--- src/rtl/msu_data_fetch.sv ---
// MSU-1 data port responder: prefetches 16-bit memory words into a byte ring buffer.
// Build option MSU_DATA_SIZE_CLAMP_EN adds data_size and returns 8'h00 past end of file.
//
// state   | meaning
// IDLE    | no memory transaction; start a word fetch once a seek was seen and room exists
// REQ     | mem_req held high until mem_ack; data dropped when a seek arrived meanwhile
module msu_data_fetch #(
  parameter int BUF_DEPTH = 16,
  parameter int ADDR_W    = 32
) (
  input  logic              CLK,
  input  logic              RST_N,
  input  logic [31:0]       msu_data_addr,
  input  logic              msu_data_seek,
  input  logic              msu_data_req,
  output logic [7:0]        msu_data_out,
  output logic              msu_data_busy,
  output logic              mem_req,
  output logic [ADDR_W-1:0] mem_addr,
  input  logic              mem_ack,
  input  logic [15:0]       mem_rdata
`ifdef MSU_DATA_SIZE_CLAMP_EN
  ,
  input  logic [ADDR_W-1:0] data_size
`endif
);

  localparam int IW = $clog2(BUF_DEPTH);
  localparam int PW = IW + 1;

  typedef enum logic {ST_IDLE, ST_REQ} state_t;

  state_t            state, state_nxt;
  logic [PW-1:0]     wr_ptr, rd_ptr, wr_ptr_nxt, rd_ptr_nxt;
  logic [PW-1:0]     count, count_nxt;
  logic [7:0]        buf_mem [BUF_DEPTH];
  logic [ADDR_W-1:0] fetch_addr, fetch_addr_nxt;
  logic              seeked, seeked_nxt;
  logic              stale;
  logic              ack_take, clamp_fill, pop;
  logic              we0, we1;
  logic [7:0]        wd0, wd1;
  logic [1:0]        n_wr;
  logic [IW-1:0]     wi0, wi1, ri_nxt;
  logic [7:0]        rd_byte_nxt;
  logic              past_end, hi_past_end;

`ifdef MSU_DATA_SIZE_CLAMP_EN
  assign past_end    = (fetch_addr >= data_size);
  assign hi_past_end = ({fetch_addr[ADDR_W-1:1], 1'b1} >= data_size);
`else
  assign past_end    = 1'b0;
  assign hi_past_end = 1'b0;
`endif

  assign count = wr_ptr - rd_ptr;
  assign wi0   = wr_ptr[IW-1:0];
  assign wi1   = wi0 + IW'(1);

  // Buffer write/read pointer bookkeeping for this cycle.
  always_comb begin
    ack_take   = (state == ST_REQ) && mem_ack && !stale && !msu_data_seek;
    clamp_fill = (state == ST_IDLE) && seeked && !msu_data_seek && past_end &&
                 (count != PW'(BUF_DEPTH));
    we0  = 1'b0;
    we1  = 1'b0;
    wd0  = mem_rdata[7:0];
    wd1  = mem_rdata[15:8];
    n_wr = 2'd0;
    if (ack_take) begin
      if (fetch_addr[0]) begin
        we0  = 1'b1;
        wd0  = mem_rdata[15:8];
        n_wr = 2'd1;
      end else begin
        we0  = 1'b1;
        we1  = 1'b1;
        n_wr = 2'd2;
        if (hi_past_end) wd1 = 8'h00;
      end
    end else if (clamp_fill) begin
      we0  = 1'b1;
      wd0  = 8'h00;
      n_wr = 2'd1;
    end

    pop        = msu_data_req && !msu_data_seek && (count != '0);
    wr_ptr_nxt = wr_ptr + PW'(n_wr);
    rd_ptr_nxt = msu_data_seek ? wr_ptr : rd_ptr + PW'(pop);
    count_nxt  = wr_ptr_nxt - rd_ptr_nxt;
    seeked_nxt = seeked | msu_data_seek;

    if (msu_data_seek)   fetch_addr_nxt = ADDR_W'(msu_data_addr);
    else if (ack_take)   fetch_addr_nxt = (fetch_addr | ADDR_W'(1)) + ADDR_W'(1);
    else if (clamp_fill) fetch_addr_nxt = fetch_addr + ADDR_W'(1);
    else                 fetch_addr_nxt = fetch_addr;
  end

  // The next head byte may be the one being written this very cycle.
  always_comb begin
    ri_nxt = rd_ptr_nxt[IW-1:0];
    if (we0 && (ri_nxt == wi0))      rd_byte_nxt = wd0;
    else if (we1 && (ri_nxt == wi1)) rd_byte_nxt = wd1;
    else                             rd_byte_nxt = buf_mem[ri_nxt];
  end

  always_ff @(posedge CLK or negedge RST_N) begin
    if (!RST_N) state <= ST_IDLE;
    else        state <= state_nxt;
  end

  always_comb begin
    state_nxt = state;
    case (state)
      ST_IDLE: begin
        if (seeked && !msu_data_seek && !past_end && (count <= PW'(BUF_DEPTH - 2)))
          state_nxt = ST_REQ;
      end
      ST_REQ: begin
        if (mem_ack) state_nxt = ST_IDLE;
      end
      default: state_nxt = ST_IDLE;
    endcase
  end

  always_comb begin
    mem_req = (state == ST_REQ);
  end

  always_ff @(posedge CLK or negedge RST_N) begin
    if (!RST_N) begin
      wr_ptr        <= '0;
      rd_ptr        <= '0;
      fetch_addr    <= '0;
      seeked        <= 1'b0;
      stale         <= 1'b0;
      mem_addr      <= '0;
      msu_data_out  <= 8'h00;
      msu_data_busy <= 1'b0;
    end else begin
      wr_ptr     <= wr_ptr_nxt;
      rd_ptr     <= rd_ptr_nxt;
      fetch_addr <= fetch_addr_nxt;
      seeked     <= seeked_nxt;
      // A transaction in flight cannot be cancelled, so its data is marked for discard.
      if ((state == ST_REQ) && mem_ack)            stale <= 1'b0;
      else if ((state == ST_REQ) && msu_data_seek) stale <= 1'b1;
      if ((state == ST_IDLE) && (state_nxt == ST_REQ))
        mem_addr <= {fetch_addr[ADDR_W-1:1], 1'b0};
      if (count_nxt != '0) msu_data_out <= rd_byte_nxt;
      msu_data_busy <= seeked_nxt && (count_nxt == '0);
    end
  end

  always_ff @(posedge CLK) begin
    if (we0) buf_mem[wi0] <= wd0;
    if (we1) buf_mem[wi1] <= wd1;
  end

endmodule

--- config.mk ---
export PLATFORM = sky130hd
export DESIGN_NAME = msu_data_fetch
export DESIGN_NICKNAME = d
export VERILOG_FILES = /design/src/rtl/msu_data_fetch.sv
export SDC_FILE = /design/constraint.sdc
export NUM_CORES = 1
export LEC_CHECK = 0
export BUFFER_PORTS_ARGS = -buffer_cell sky130_fd_sc_hd__buf_4
export CELL_PAD_IN_SITES_DETAIL_PLACEMENT = 0
export CELL_PAD_IN_SITES_GLOBAL_PLACEMENT = 2
export CORE_MARGIN = 10
export CORE_UTILIZATION = 44
export CTS_BUF_LIST = sky130_fd_sc_hd__clkbuf_4
export DETAILED_ROUTE_END_ITERATION = 10
export PLACE_DENSITY = 0.95
export RECOVER_POWER = 25
export SLEW_MARGIN = 10
export SYNTH_ARGS = -nofsm -noshare
export SYNTH_HDL_FRONTEND = slang
export SYNTH_SLANG_ARGS = --single-unit
--- constraint.sdc ---
create_clock -name CLK -period 11.1 [get_ports CLK]
set_input_delay 2.22 -clock CLK [delete_from_list [all_inputs] [get_ports CLK]]
set_output_delay 2.22 -clock CLK [all_outputs]
set_load 0.05 [all_outputs]
==> results.toml, run 1 <==
[timing]
clock_skew_ns = 0.0311
hold_viol = 0
fin_crit_sh_pct = 78.2
relSlewSlack_pct = -140
worst_pin_slew_ns = 3.61
setup_tns_ns = 0
setup_viol = 0
setup_ws_ns = 2.42
grt_setup_unrepaired = "false"
drv_slew = 152
fmax_mhz = 115
layout_min_cycle_time_ns = 8.68

[die]
num_rows = 60
fp.dieW_um = 185
initial_utilization_pct = 44.7
core_area_sq_mm = 0.0269
ios = 95
fp.dieArea_sq_mm = 0.0343
die_y_um = 185

[yosys]
yosysTopAreaCellShare_pct = 32.0
avgSynthCellArea_sq_um = 10.2
synth_top_flop_cell = "edfxtp_1"
synth.most_common_cell = "nor2_1"
yosys-top-cells-area = "edfxtp_1, dfrtp_1, mux2_2, nor2_1, a21oi_1"
async_reset_ff_share_pct = 39.9
synth_top_cell_by_area = "edfxtp_1"
synth.net_count = 1252
synthesis.yosys.warnings = 0
synthTopCellsByCount = "nor2_1, edfxtp_1, a21oi_1, mux2_2, nand2_1"
synth_edf_count = 128
ys_ff_latch = 213
ys_seq_area_share_pct = 49.7
synthesis.instances = 1181
netlist_area_sq_mm = 0.0120
yosysUniqueCellTypes = 55

[critical_path]
endpoint_kind = "flip-flop"
path_common_cell = "buf_4"
cp-start-kind = "input pin"
slowest_delay_ns = 2.32
path_buf_inv = 7
crit_chain = "clkbuf_1 -> inv_2 -> o311a_1 -> ha_2 -> buf_4 -> mux2i_2 -> buf_4 -> inv_1 -> buf_4 -> ha_1 -> inv_1 -> maj3_2 -> or3_1 -> a21o_1 -> a2111oi_4 -> o31ai_1"
crit_arrival_ns = 9.22
critical_path_peak_fanout = 84
path_class = "in2reg"
crit_required_ns = 11.64
r2r_setup_slack_ns = 3.71
crit_family = "buffers and inverters"
cp_slowest_cell = "clkbuf_1"

[route]
dr.pass1.iters = 7
viasPerCell = 5.81
wl_um = 35400
num_vias = 9590
final_antenna_net_count = 0
avgRoutedWirePerCell_um = 21.4
first_iter_violations = 1012
drc_errors = 0

[power]
leakagePower_nw = 5.41
ir_worst_vdd_uv = 111
power_density_mw_per_mm2 = 244

[clocking]
cts_resized = 0
clockRootBuffer = "clkbuf_4"
clock_path_buffers = 3
cts-hold-fix-buffers = 0
cts_sinks = 213
insertion_delay_ns = 0.70
clk_pin_slew_ns = 0.06
cts_tree = "done"
cts-buffers-inserted = 59
cts_setup_buffers = 0
htreeDepth = 2

[flow_run]
drv_cap = 2

[grt]
grt_usage_pct = 20.6
antenna_found_initial = 1
grt_max_degree = 85
grt_pass1_wl_um = 54700
grt_pass1_vias = 9288
grt_overflow_total = 0

[place]
dp_slack_ns = 3.82
dp_hpwl_um = 22800
port_buffers = 93
finalWeightedCongestion = 0.893

[hold_path]
hp-class = "reg2reg"

[layout]
syn2layout_area_growth_pct = 13.0
final_nets = 1338
drive_gt1_share_pct = 24.8

[outcome]
status = "complete, but fails checks"
violations = "capacitance limit, slew limit"
[layout make-up]
cell class                 count  area (sq um)
sequential                   213          5970
timing repair buffer         107           792
multi-input combinational    854          5530
clock buffer                  87           653
antenna                        1          2.50
clock inverter                16          63.8
inverter                      32           120
fill                        2452         13300
tap                          341           427
[routing by layer]
| metal | part of all wire (%) | global-route usage [%] | vias up | wire length [um] |
|---|---|---|---|---|
| met2 | 45 | 31.6 | 424 | 16000 |
| met4 | 2.5 | 7.51 | 0 | 899 |
| met5 | 0 | 0 | - | 0 |
| met1 | 43 | 27.7 | 4607 | 15200 |
| li1 | - | - | 4491 | - |
| met3 | 9.1 | 4.94 | 68 | 3230 |
[through the flow]
stage / hold WS (ns) / std cells / power [mW] / instance area, sq um / utilization, %
after global placement: 0.467 / 1547 / 2.60 / 12900 / 47.8
after detailed placement: 0.470 / 1547 / 2.62 / 12900 / 47.8
after CTS: 0.485 / 1650 / 3.31 / 13600 / 50.5
after global routing: 0.514 / 1651 / 3.50 / 13600 / 50.5
final: 0.477 / 1651 / 3.31 / 13600 / 50.5
after floorplan: 0.445 / 1181 / 2.17 / 12000 / -
[sequential cells by signal, summed over array words and instances (netlist names)]
| name | flops |
|---|---|
| buf_mem | 128 |
| seeked | 1 |
| mem_addr | 31 |
| msu_data_busy | 1 |
| rd_ptr | 5 |
| msu_data_out | 8 |
| fetch_addr | 32 |
| wr_ptr | 5 |
| stale | 1 |
| mem_req | 1 |
[power breakdown]
group	total [mW]	internal [mW]	switching (mW)
clock	0.691	0.355	0.336
combinational	1.56	0.551	1.01
sequential	1.05	0.962	0.0923
total	3.31	1.87	1.44
[cells by family after synthesis]
kind of cell,synth area share [%]
fa+ha+maj,2.10
flops,49.7
xor+xnor,3.65
other cells,0.0312
buf+inv,4.26
compound gates,15.0
simple gates,14.1
mux,11.1
[cell usage in the layout (no fill, tap or decap), types with 19 or more instances in the layout]
master,count
o22ai_1,35
dfrtp_1,84
o21ai_0,64
a21oi_1,106
nand3_1,27
inv_1,30
nor2b_1,28
clkbuf_4,87
mux2_2,106
xor2_1,31
nor2_1,161
edfxtp_1,128
buf_4,104
nand2_1,90
xnor2_1,19
[worst paths after layout]
check,from,cells past startpoint,end
hold / removal,msu_data_out[4],2,msu_data_out[4]
setup / recovery,msu_data_seek,16,msu_data_out[7]
min in group asynchronous,RST_N,1,mem_addr[9]
setup reg to reg,wr_ptr[0],20,msu_data_out[7]
max in group asynchronous,RST_N,2,wr_ptr[0]
hold reg to reg,msu_data_out[4],2,msu_data_out[4]
[worst register-to-register path: cells and delay by family (launching register included)]
kind / cells / cell delay (ns)
flip-flops: 1 / 0.34
AND/OR/NAND/NOR: 2 / 0.79
buffers and inverters: 8 / 2.78
multiplexers: 1 / 0.15
adder cells (fa/ha/maj): 5 / 1.66
AO/OA/AOI/OAI: 4 / 1.51
No activity file was read; power rests on OpenSTA's default activity.
==> run 2: changes to the inputs <==
- CORE_UTILIZATION: 44 -> 37
- PLACE_DENSITY: 0.95 -> 0.89
- clock period: 11.1 -> 7.2 ns (I/O delays scaled with it)
==> run 2 against run 1 <==
Net effect:
- critical endpoint is now msu_data_out[4]
- clock-buffer cell count unchanged
- sequential share of layout area decreased by 0.29 points
- power increased by 56%
- die area increased by 17%
- combinational power increased by 57%
- the flow still finishes with violations (capacitance limit, slew limit)
- critical path depth unchanged
- critical path type is now reg2reg
- first-iteration DRC count decreased by 16%
- clock power increased by 53%
- sequential power increased by 56%
- global-route usage decreased by 2.7 points
- worst setup slack got worse by 0.79 ns
- utilization decreased by 7.5 points
==> results.toml, run 2 (same netlist as run 1, synthesis figures left out) <==
[clocking]
cts_sinks = 213
cts-buffers-inserted = 58
cts_setup_buffers = 0
cts_resized = 0
clockRootBuffer = "clkbuf_4"
insertion_delay_ns = 0.70
htreeDepth = 2
cts-hold-fix-buffers = 0
clock_path_buffers = 3
clk_pin_slew_ns = 0.06
cts_tree = "done"

[layout]
fin_area_sq_mm = 0.0137
final_util_pct = 42.9
syn2layout_area_growth_pct = 13.8
largest_reg_flops = 128
instances_no_fill = 1745
layout_commonest_cell = "nor2_1"
most-common-layout-cells = "nor2_1, edfxtp_1, a21oi_1, mux2_2, buf_4"
drive_gt1_share_pct = 24.1
reg_top3 = "buf_mem x128, fetch_addr x32, mem_addr x31"
regMostFlops = "buf_mem"
final_nets = 1339

[place]
dp_hpwl_um = 24800
finalWeightedCongestion = 0.889
placed_cell_area_sq_mm = 0.0130
port_buffers = 93
place_inst = 1643

[power]
leakagePower_nw = 5.38
power_density_mw_per_mm2 = 377
total_power_mw = 5.14
ir_worst_vdd_uv = 173

[critical_path]
r2r_end = "msu_data_out[4]"
path_buf_inv = 3
crit_chain = "clkinv_1 -> ha_1 -> inv_1 -> fa_1 -> or3b_2 -> o311a_1 -> ha_2 -> nand3_1 -> mux2_2 -> or2_2 -> inv_1 -> ha_1 -> or3_1 -> a21o_1 -> a2111oi_4 -> o31ai_1"
worstRegToRegCells = 16
critical_path_peak_fanout = 17
path_class = "reg2reg"
cp_slowest_cell = "a2111oi_4"
crit_required_ns = 7.73
crit_family = "compound AO/OA/AOI/OAI gates"
r2r_setup_slack_ns = 1.63
endpoint_kind = "flip-flop"
cp-start-kind = "flip-flop"
crit_arrival_ns = 6.10
slowest_delay_ns = 0.80
r2r-start = "wr_ptr[0]"

[die]
fp.dieArea_sq_mm = 0.0400
fp.dieW_um = 200
ios = 95
core_area_sq_mm = 0.0318
initial_utilization_pct = 37.7
num_rows = 65
die_y_um = 200

[timing]
layout_min_cycle_time_ns = 5.57
hold_viol = 0
fmax_mhz = 180
grt_setup_unrepaired = "false"
clock_skew_ns = 0.0602
fin_crit_sh_pct = 77.3
relSlewSlack_pct = -154
worst_pin_slew_ns = 3.81
drv_slew = 70
setup_tns_ns = 0
setup_viol = 0

[hold_path]
hold_path_depth = 2
worstHoldStart = "msu_data_out[3]"
min_to = "msu_data_out[3]"
hp-class = "reg2reg"

[route]
avgRoutedWirePerCell_um = 21.5
final_antenna_net_count = 0
first_iter_violations = 854
drc_errors = 0
num_vias = 9650
viasPerCell = 5.53
wl_um = 37500
dr.pass1.iters = 5

[grt]
antenna_found_initial = 1
grt_max_degree = 85
grt_pass1_wl_um = 57500
grt_overflow_total = 0
grt_usage_pct = 18.0
grt_pass1_vias = 9469

[outcome]
status = "complete, but fails checks"
violations = "capacitance limit, slew limit"

[flow_run]
drv_cap = 1
[run 2: changes by cell type in the layout (fill, tap and decap cells not counted), sizes merged]
cell,delta
clkinv,-2
buf,-6
clkbuf,+8
[run 2: layer usage]
layer / vias up / wire [um] / global-route usage, %
li1: 4478 / - / -
met1: 4715 / 16300 / 24.2
met2: 388 / 17400 / 28.6
met3: 69 / 2900 / 3.29
met4: 0 / 855 / 5.67
met5: - / 0 / 0
[run 2: worst min-delay path, delay by kind of cell, from the launching register on]
| kind | cells | cell delay [ns] |
|---|---|---|
| DFF | 1 | 0.36 |
| AOI/OAI and AO/OA | 1 | 0.06 |
| and+or+nand+nor | 1 | 0.05 |
[run 2: layout make-up]
type	count	area, sq um
multi-input cells	854	5530
flip-flops and latches	213	5970
well taps	435	544
repair buffers	109	777
inverters	32	120
clock inverters	14	52.6
clock buffers	87	653
diodes	1	2.50
fillers	3061	18100
[run 2: power breakdown]
| part | leakage [nW] | internal (mW) | switching [mW] |
|---|---|---|---|
| Clock | 0.422 | 0.544 | 0.514 |
| Combinational | 2.77 | 0.838 | 1.61 |
| Sequential | 2.19 | 1.48 | 0.153 |
| Total | 5.38 | 2.87 | 2.28 |
[run 2: how the worst max path moves through the flow]
stage,end,slack (ns),depth (start not counted),from
6_report,msu_data_out[4],1.63,16,wr_ptr[0]
5_1_grt,wr_ptr[0],0.87,2,RST_N
4_1_cts,msu_data_out[4],1.63,16,wr_ptr[0]
3_5_place_dp,msu_data_out[4],1.59,13,msu_data_seek
3_3_place_gp,msu_data_out[6],1.66,13,msu_data_seek
2_1_floorplan,msu_data_out[6],1.66,22,wr_ptr[0]
[run 2: through the flow]
stage                     hold slack, ns  worst slack (ns)
after global routing               0.521             0.874
after detailed placement           0.490              1.59
after CTS                          0.504              1.63
final                              0.502              1.63
after global placement             0.493              1.66
after floorplan                    0.445              1.66
